**src/rtl/hazard_ctrl_pkg.sv**
```systemverilog
// Shared types and constants for the pipeline hazard controller.
package hazard_ctrl_pkg;

  typedef enum logic [1:0] {
    ST_RUN   = 2'd0,
    ST_STALL = 2'd1,
    ST_FLUSH = 2'd2,
    ST_WAIT  = 2'd3
  } state_e;

  localparam logic [5:0]  OP_RTYPE = 6'h00;
  localparam logic [5:0]  OP_BEQ   = 6'h04;
  localparam logic [5:0]  OP_BNE   = 6'h05;
  localparam logic [5:0]  OP_SW    = 6'h2B;

  localparam logic [31:0] NOP_INSTR = 32'h0;

  localparam int CNT_W  = 16;
  localparam int WAIT_W = 8;

endpackage

```
**src/rtl/hazard_ctrl_load_use_detect.sv**
```systemverilog
// Load-use comparator: flags an IF/ID instruction that reads the register an in-flight load writes.
module load_use_detect
  import hazard_ctrl_pkg::*;
(
  input  logic        ex_mem_read,
  input  logic [4:0]  ex_rt,
  input  logic [15:0] id_hi,
  output logic        lu
);

  logic [5:0] opcode;
  logic [4:0] rs;
  logic [4:0] rt;
  logic       rt_is_src;

  assign opcode = id_hi[15:10];
  assign rs     = id_hi[9:5];
  assign rt     = id_hi[4:0];

  // Only these formats read rt as a source operand.
  assign rt_is_src = (opcode == OP_RTYPE) || (opcode == OP_BEQ) ||
                     (opcode == OP_BNE)   || (opcode == OP_SW);

  assign lu = ex_mem_read && (ex_rt != 5'd0) &&
              ((ex_rt == rs) || ((ex_rt == rt) && rt_is_src));

endmodule

```
**src/rtl/hazard_ctrl.sv**
```systemverilog
// Pipeline hazard controller: branch flush, load-use stall and imem wait handling with counters.
//   state    | meaning
//   ST_RUN   | last cycle advanced normally
//   ST_STALL | last cycle held IF/ID for a load-use hazard
//   ST_FLUSH | last cycle flushed for a taken branch
//   ST_WAIT  | last cycle waited on instruction memory
module hazard_ctrl
  import hazard_ctrl_pkg::*;
(
  input  logic              clock,
  input  logic              reset_n,
  input  logic              imem_ready,
  input  logic [31:0]       id_instr,
  input  logic              ex_mem_read,
  input  logic [4:0]        ex_rt,
  input  logic              ex_branch_taken,
  output logic              pc_write,
  output logic              if_id_write,
  output logic              if_id_flush,
  output logic              id_ex_bubble,
  output logic [1:0]        state,
  output logic [CNT_W-1:0]  stall_cnt,
  output logic [CNT_W-1:0]  flush_cnt,
  output logic              imem_timeout
);

  logic              lu;
  state_e            act;
  state_e            state_q, state_d;
  logic [CNT_W-1:0]  stall_cnt_q, stall_cnt_d;
  logic [CNT_W-1:0]  flush_cnt_q, flush_cnt_d;
  logic [WAIT_W-1:0] wait_run_q, wait_run_d;
  logic              imem_timeout_q, imem_timeout_d;
  logic              unused_instr_lo;

  assign unused_instr_lo = ^id_instr[15:0];

  load_use_detect u_load_use_detect (
    .ex_mem_read (ex_mem_read),
    .ex_rt       (ex_rt),
    .id_hi       (id_instr[31:16]),
    .lu          (lu)
  );

  always_comb begin
    if (ex_branch_taken)  act = ST_FLUSH;
    else if (lu)          act = ST_STALL;
    else if (!imem_ready) act = ST_WAIT;
    else                  act = ST_RUN;
  end

  always_comb begin
    pc_write     = 1'b1;
    if_id_write  = 1'b1;
    if_id_flush  = 1'b0;
    id_ex_bubble = 1'b0;
    // Reset parks the pipe: PC frozen, NOP loaded, ID/EX bubbled.
    if (!reset_n) begin
      pc_write     = 1'b0;
      if_id_flush  = 1'b1;
      id_ex_bubble = 1'b1;
    end else begin
      case (act)
        ST_FLUSH: begin
          if_id_flush  = 1'b1;
          id_ex_bubble = 1'b1;
        end
        ST_STALL: begin
          pc_write     = 1'b0;
          if_id_write  = 1'b0;
          id_ex_bubble = 1'b1;
        end
        ST_WAIT: begin
          pc_write     = 1'b0;
          if_id_flush  = 1'b1;
        end
        default: ;
      endcase
    end
  end

  always_comb begin
    state_d     = act;
    stall_cnt_d = stall_cnt_q;
    flush_cnt_d = flush_cnt_q;
    wait_run_d  = '0;
    if (((act == ST_STALL) || (act == ST_WAIT)) && (stall_cnt_q != '1))
      stall_cnt_d = stall_cnt_q + 1'b1;
    if ((act == ST_FLUSH) && (flush_cnt_q != '1))
      flush_cnt_d = flush_cnt_q + 1'b1;
    if (act == ST_WAIT)
      wait_run_d = (wait_run_q == '1) ? wait_run_q : wait_run_q + 1'b1;
    imem_timeout_d = imem_timeout_q || (wait_run_d == '1);
  end

  always_ff @(posedge clock or negedge reset_n) begin
    if (!reset_n) begin
      state_q        <= ST_RUN;
      stall_cnt_q    <= '0;
      flush_cnt_q    <= '0;
      wait_run_q     <= '0;
      imem_timeout_q <= 1'b0;
    end else begin
      state_q        <= state_d;
      stall_cnt_q    <= stall_cnt_d;
      flush_cnt_q    <= flush_cnt_d;
      wait_run_q     <= wait_run_d;
      imem_timeout_q <= imem_timeout_d;
    end
  end

  assign state        = state_q;
  assign stall_cnt    = stall_cnt_q;
  assign flush_cnt    = flush_cnt_q;
  assign imem_timeout = imem_timeout_q;

endmodule

```
**config.mk**
```make
export PLATFORM = sky130hd
export DESIGN_NAME = hazard_ctrl
export DESIGN_NICKNAME = d
export VERILOG_FILES = /design/src/rtl/hazard_ctrl_pkg.sv /design/src/rtl/hazard_ctrl_load_use_detect.sv /design/src/rtl/hazard_ctrl.sv
export SDC_FILE = /design/constraint.sdc
export NUM_CORES = 1
export LEC_CHECK = 0
export BUFFER_PORTS_ARGS = -buffer_cell sky130_fd_sc_hd__buf_2
export CAP_MARGIN = 5
export CORE_UTILIZATION = 40
export CTS_CLUSTER_DIAMETER = 50
export CTS_CLUSTER_SIZE = 16
export DETAILED_ROUTE_END_ITERATION = 7
export GPL_TIMING_DRIVEN = 0
export PLACE_DENSITY = 0.72
export SLEW_MARGIN = 20
export SYNTH_ARGS = -nofsm -noshare
export SYNTH_HDL_FRONTEND = slang
export SYNTH_SLANG_ARGS = --single-unit
```
**constraint.sdc**
```tcl
create_clock -name clock -period 2.1 [get_ports clock]
set_input_delay 0 -clock clock [delete_from_list [all_inputs] [get_ports clock]]
set_output_delay 0 -clock clock [all_outputs]
set_load 0.005 [all_outputs]
```
# After elaboration in Yosys (flattened, before gate mapping)
# Index checks and enable logic that the tools add are counted.
dict set report op_classes {
  n_addsub 3
  eq_ne 12
  n_mux 13
  n_reduce_logical 16
}
# operator n
set ops {}
lappend ops {{$add A16 B1 Y16 const B} 2}
lappend ops {{$ne A16 B16 Y1 const B} 2}
lappend ops {{$eq A8 B8 Y1 const B} 2}
lappend ops {{$mux W8} 2}
lappend ops {{$eq A6 B3 Y1 const B} 2}
lappend ops {{$eq A5 B5 Y1} 2}
lappend ops {{$add A8 B1 Y8 const B} 1}
lappend ops {{$mux W1} 8}
lappend ops {{$eq A6 B6 Y1 const B} 1}
lappend ops {{$logic_not A6 Y1} 1}
lappend ops {{$logic_or A1 B1 Y1} 6}
lappend ops {{$mux W2} 3}
lappend ops {{$reduce_or A2 Y1} 3}
lappend ops {{$logic_and A1 B1 Y1} 5}
lappend ops {{$reduce_bool A5 Y1} 1}
lappend ops {{$eq A2 B2 Y1 const B} 2}
lappend ops {{$eq A2 B1 Y1 const B} 1}
dict set report word_totals {
  ff_bits 43
  out_inout_bits 39
  word_cells 49
}

# Longest topological paths before layout
dict set report logic_depth {
  ltp_word 13
  mapped_depth 9
}

# By module
# From an unflattened synthesis, not the netlist that was laid out.
dict set report unflattened {
  hier_cells 221
  area_unflattened_um2 2287.2
}
# mod n_inst cells_per_inst area_per_inst_um2 seq_area_each_um2
set modules_own_cells {}
lappend modules_own_cells {hazard_ctrl 1 201 2134.5 1076.0}
lappend modules_own_cells {load_use_detect 1 20 152.6 0.0}

# Least setup slack after synthesis
# Ideal clock, no wire load.
dict set report synth_timing {
  path_type {input to register}
  start {input id_instr[26]}
  end {register stall_cnt_q[1], in the netlist stall_cnt[1]}
  setup_ps 125
  arrival_time_ps 2295
  path_slack_ps -319
  stages 8
  n_path_buf 0
  cell_sequence {nor2b_1 or4_4 a2111oi_4 o21ai_0 ha_1 nor2_1 nor2_1 mux2_2}
}
dict set report synth_via {
  elab_chain_cells 12
  elab_cells_between_ends 16
  cone_classes {eq/ne: 5; mux: 2; reduce/logical: 9}
}
# item line_no
set synth_lines {}
lappend synth_lines {{from (decl)} hazard_ctrl.sv:13} ;# input logic [31:0] id_instr,
lappend synth_lines {{$eq A6 B3 Y1 / $logic_not A6 Y1 (equally long branches)} hazard_ctrl_load_use_detect.sv:21} ;# assign rt_is_src = (opcode == OP_RTYPE) || (opcode == OP_BEQ) ||
lappend synth_lines {{$logic_or A1 B1 Y1 (2 in series)} hazard_ctrl_load_use_detect.sv:21}
lappend synth_lines {{$logic_or A1 B1 Y1 *} hazard_ctrl_load_use_detect.sv:22} ;# (opcode == OP_BNE) || (opcode == OP_SW);
lappend synth_lines {{$logic_and A1 B1 Y1 *} hazard_ctrl_load_use_detect.sv:25} ;# ((ex_rt == rs) || ((ex_rt == rt) && rt_is_src));
lappend synth_lines {{$logic_or A1 B1 Y1 *} hazard_ctrl_load_use_detect.sv:25}
lappend synth_lines {{$logic_and A1 B1 Y1 *} hazard_ctrl_load_use_detect.sv:24} ;# assign lu = ex_mem_read && (ex_rt != 5'd0) &&
lappend synth_lines {{$mux W2 *} hazard_ctrl.sv:47} ;# else if (lu) act = ST_STALL;
lappend synth_lines {{$mux W2 *} hazard_ctrl.sv:46} ;# if (ex_branch_taken) act = ST_FLUSH;
lappend synth_lines {{via act[1]} hazard_ctrl.sv:28} ;# state_e act;
lappend synth_lines {{$eq A2 B1 Y1 / $eq A2 B2 Y1 (equally long branches)} hazard_ctrl.sv:87} ;# if (((act == ST_STALL) || (act == ST_WAIT)) && (stall_cnt_q != '1))
lappend synth_lines {{$logic_or A1 B1 Y1 *} hazard_ctrl.sv:87}
lappend synth_lines {{$logic_and A1 B1 Y1 *} hazard_ctrl.sv:87}
lappend synth_lines {{to (signal assigned)} hazard_ctrl.sv:105} ;# stall_cnt_q <= stall_cnt_d;
lappend synth_lines {{to (decl)} hazard_ctrl.sv:30} ;# logic [CNT_W-1:0] stall_cnt_q, stall_cnt_d;
# The timed path passes the listed nets; every way through them passes the cells marked *.
# A chain may end at the register's enable or synchronous reset.

# Final worst setup path
dict set report layout_timing {
  start {input ex_rt[0]}
  end {register flush_cnt_q[11], in the netlist flush_cnt[11]}
}
dict set report layout_via {
  elab_chain_cells 8
  elab_cells_between_ends 11
  cone_classes {eq/ne: 3; mux: 2; reduce/logical: 6}
}
# item line_no
set layout_lines {}
lappend layout_lines {{from (decl)} hazard_ctrl.sv:15} ;# input logic [4:0] ex_rt,
lappend layout_lines {{$eq A5 B5 Y1} hazard_ctrl_load_use_detect.sv:25}
lappend layout_lines {{$logic_and A1 B1 Y1} hazard_ctrl_load_use_detect.sv:25}
lappend layout_lines {{$logic_or A1 B1 Y1} hazard_ctrl_load_use_detect.sv:25}
lappend layout_lines {{$logic_and A1 B1 Y1 *} hazard_ctrl_load_use_detect.sv:24}
lappend layout_lines {{$mux W2 *} hazard_ctrl.sv:47}
lappend layout_lines {{$mux W2 *} hazard_ctrl.sv:46}
lappend layout_lines {{via act[1]} hazard_ctrl.sv:28}
lappend layout_lines {{$eq A2 B2 Y1 *} hazard_ctrl.sv:89} ;# if ((act == ST_FLUSH) && (flush_cnt_q != '1))
lappend layout_lines {{$logic_and A1 B1 Y1 *} hazard_ctrl.sv:89}
lappend layout_lines {{to (signal assigned)} hazard_ctrl.sv:106} ;# flush_cnt_q <= flush_cnt_d;
lappend layout_lines {{to (decl)} hazard_ctrl.sv:31} ;# logic [CNT_W-1:0] flush_cnt_q, flush_cnt_d;
# Marked as above.

==> reports/qor.yml <==
outcome: "finished, final reports clean"
r2r-start: "stall_cnt[0]"
dp_hpwl_um: 3740
synth_compound_area_frac: 0.0954
dr.first_iter.drc_count: 80
cts_tree: "done"
fin_area_um2: 3090
avgSynthCellArea_um2: 10.2
cts_root_buf: "clkbuf_8"
postSynthCellCount: 233
numCtsBuffers: 5
fin_crit_sh: 0.965
crit_arrival_ns: 2.21
instances_no_fill: 384
finClkSkew_ns: 0.00610
core_area_um2: 5640
power_mw: 2.42
crit_fanout: 4
syn-cell-area_um2: 2390
clkSlewWorstSetupHoldPaths_ns: 0.08
worstHoldEndpoint: "state[1]"
yosys_register_bits: 43
setup_viol: 0
ios: 81
r2r-end: "stall_cnt[14]"
die_y_um: 79.3
portBuffers: 64
regArea_um2: 1080
cp.required_ns: 2.29
yosys.area_share.simple: 0.232
yosysSeqAreaShare: 0.451
final_common_cell: "buf_2"
cp-end-kind: "register"
fmax_mhz: 493
holdCritPathClass: "primary input to register"
rsz0062_at_grt: "yes"
finalCriticalPeriod_ns: 2.03
maxSlewViolCount: 0
r2r_cells: 7
post-route-drc-count: 0
leakagePower_nw: 1.43
viasPerCell: 5.30
finalWeightedCongestion: 0.800
tightest_slew_ns: 0.565
cts_buffer_depth: 2
clkSinkCount: 43
multi_input_area_um2: 1370
fill_cells: 504
placed_cell_area_um2: 2820
mostFrequentLayoutCells: "buf_2, dfrtp_1, xor2_1"
relSlewSlack: 0.623
power_density_nw_per_um2: 784
fin_ws_ns: 0.0735
r2r_slack_ns: 0.14
vias: 2036
final_antenna_net_count: 0
wl_per_cell_um: 13.6
htree_levels: 2
cp-start-kind: "primary input"
hold_path_depth: 4
placementRows: 27
placedCellCount: 369
place_ws_ns: -0.356
hold_slack_ns: 0.110
track_usage: 0.178
start_util: 0.423
tns_ns: 0
diodes: 0
synth_xor_area_frac: 0.136
maxCapViolations: 0
antenna_found_initial: 0
hold_viol: 0
firstDrtPassIters: 4
floorplan.die_area_um2: 6280
synth_top_family_by_area: "simple AND/OR/NAND/NOR gates"
overflow: 0
min_from: "ex_mem_read"
syn-num-nets: 282
muxShareOfSynthArea: 0.0236
syn_to_final_growth_pct: 29.4
fin_nets: 360
die_x_um: 79.3
ys_warn_count: 0
grt_max_degree: 48
layout-drive-gt1-share: 0.362
critPathKind: "primary input to register"
routed_wl_um: 5230
grt_pass1_wl_um: 8760
synthAdderAreaFrac: 0.0367
grt_pass1_vias: 1911
synth_cell_type_count: 41
peakVddDrop_uv: 450
final_util: 0.547
clock_latency_ns: 0.30
## per-layer routing
layer | vias to the layer above | global-route usage | wire length [um]
met5 | - | 0 | 0
met4 | 0 | 0.0545 | 72
met3 | 5 | 0.0460 | 275
met2 | 61 | 0.305 | 2570
met1 | 971 | 0.217 | 2310
li1 | 999 | - | -
## layout make-up
type | count | share of cell area
inverter | 8 | 0.00972
multi-input combinational | 178 | 0.443
sequential | 43 | 0.348
timing repair buffer | 70 | 0.121
tap | 72 | 0.0292
buffer | 5 | 0.0105
clock inverter | 2 | 0.0113
clock buffer | 6 | 0.0267
## state kept, by name, indices dropped and copies added, names as in the netlist
register,flops
flush_cnt,16
wait_run_q,8
imem_timeout,1
state,2
stall_cnt,16
## power breakdown
part,switching [mW],internal [mW]
combinational,0.298,0.294
sequential,0.190,0.971
clock,0.283,0.385
## timing repair
item                                   4_1_cts  5_1_grt
gates cloned                                 0        1
setup buffers                                1        3
gates resized for setup                      1       16
pin swaps                                    2        5
endpoints found under the hold margin       44        0
setup endpoints to repair                    6       13
hold buffers                                 2        0
## worst max-delay path by stage
stage / from / to / slack (ns) / cells past startpoint
global route: ex_rt[0] / flush_cnt[15] / -0.03 / 10
floorplan: id_instr[26] / stall_cnt[12] / -0.02 / 8
detailed placement: id_instr[26] / imem_timeout / -0.36 / 9
global placement: id_instr[26] / imem_timeout / -0.33 / 9
finish: ex_rt[0] / flush_cnt[11] / 0.07 / 10
CTS: id_instr[26] / imem_timeout / 0.008 / 9
## cell usage after synthesis (all sizes together)
cell / n / area [um2]
or2: 3 / 18.8
nor3b: 2 / 15.0
ha: 7 / 87.6
o21ai: 12 / 60.1
nand2: 15 / 56.3
a31o: 1 / 8.76
o21a: 4 / 30.0
and3b: 1 / 8.76
a41o: 1 / 10.0
and4b: 1 / 10.0
a2111oi: 1 / 27.5
and2: 3 / 18.8
mux2: 5 / 56.3
or4: 2 / 18.8
nand3: 14 / 70.1
o211ai: 1 / 7.51
o311a: 1 / 10.0
clkbuf: 1 / 3.75
o41ai: 1 / 16.3
o32ai: 1 / 8.76
and4: 7 / 63.8
xnor2: 14 / 123
dfrtp: 43 / 1080
nand4: 10 / 62.6
xor2: 23 / 201
and3: 3 / 23.8
nor3: 16 / 80.1
nor4: 8 / 62.6
inv: 8 / 30.0
buf: 4 / 28.8
a21oi: 6 / 30.0
nor2: 10 / 37.5
a31oi: 3 / 18.8
nor2b: 1 / 6.26
## kinds of logic (layout without fill, tap and decap cells)
group                    count (synthesis)  in the layout
AO/OA/AOI/OAI                           32             32
XOR/XNOR                                37             37
adder cells (fa/ha/maj)                  7              7
buffers and inverters                   13             91
flip-flops                              43             43
multiplexers                             5              5
AND/OR/NAND/NOR                         96             97
## critical path, cell delays in order
cell and delay [ns]:
buf_2 0.12, or4_1 0.53, o21ai_2 0.20, a21oi_2 0.11, o21ai_4 0.11, ha_2 0.26
inv_1 0.06, or2_2 0.33, nor3_2 0.13, mux2_2 0.35
Power figures use the tool's default switching activity.
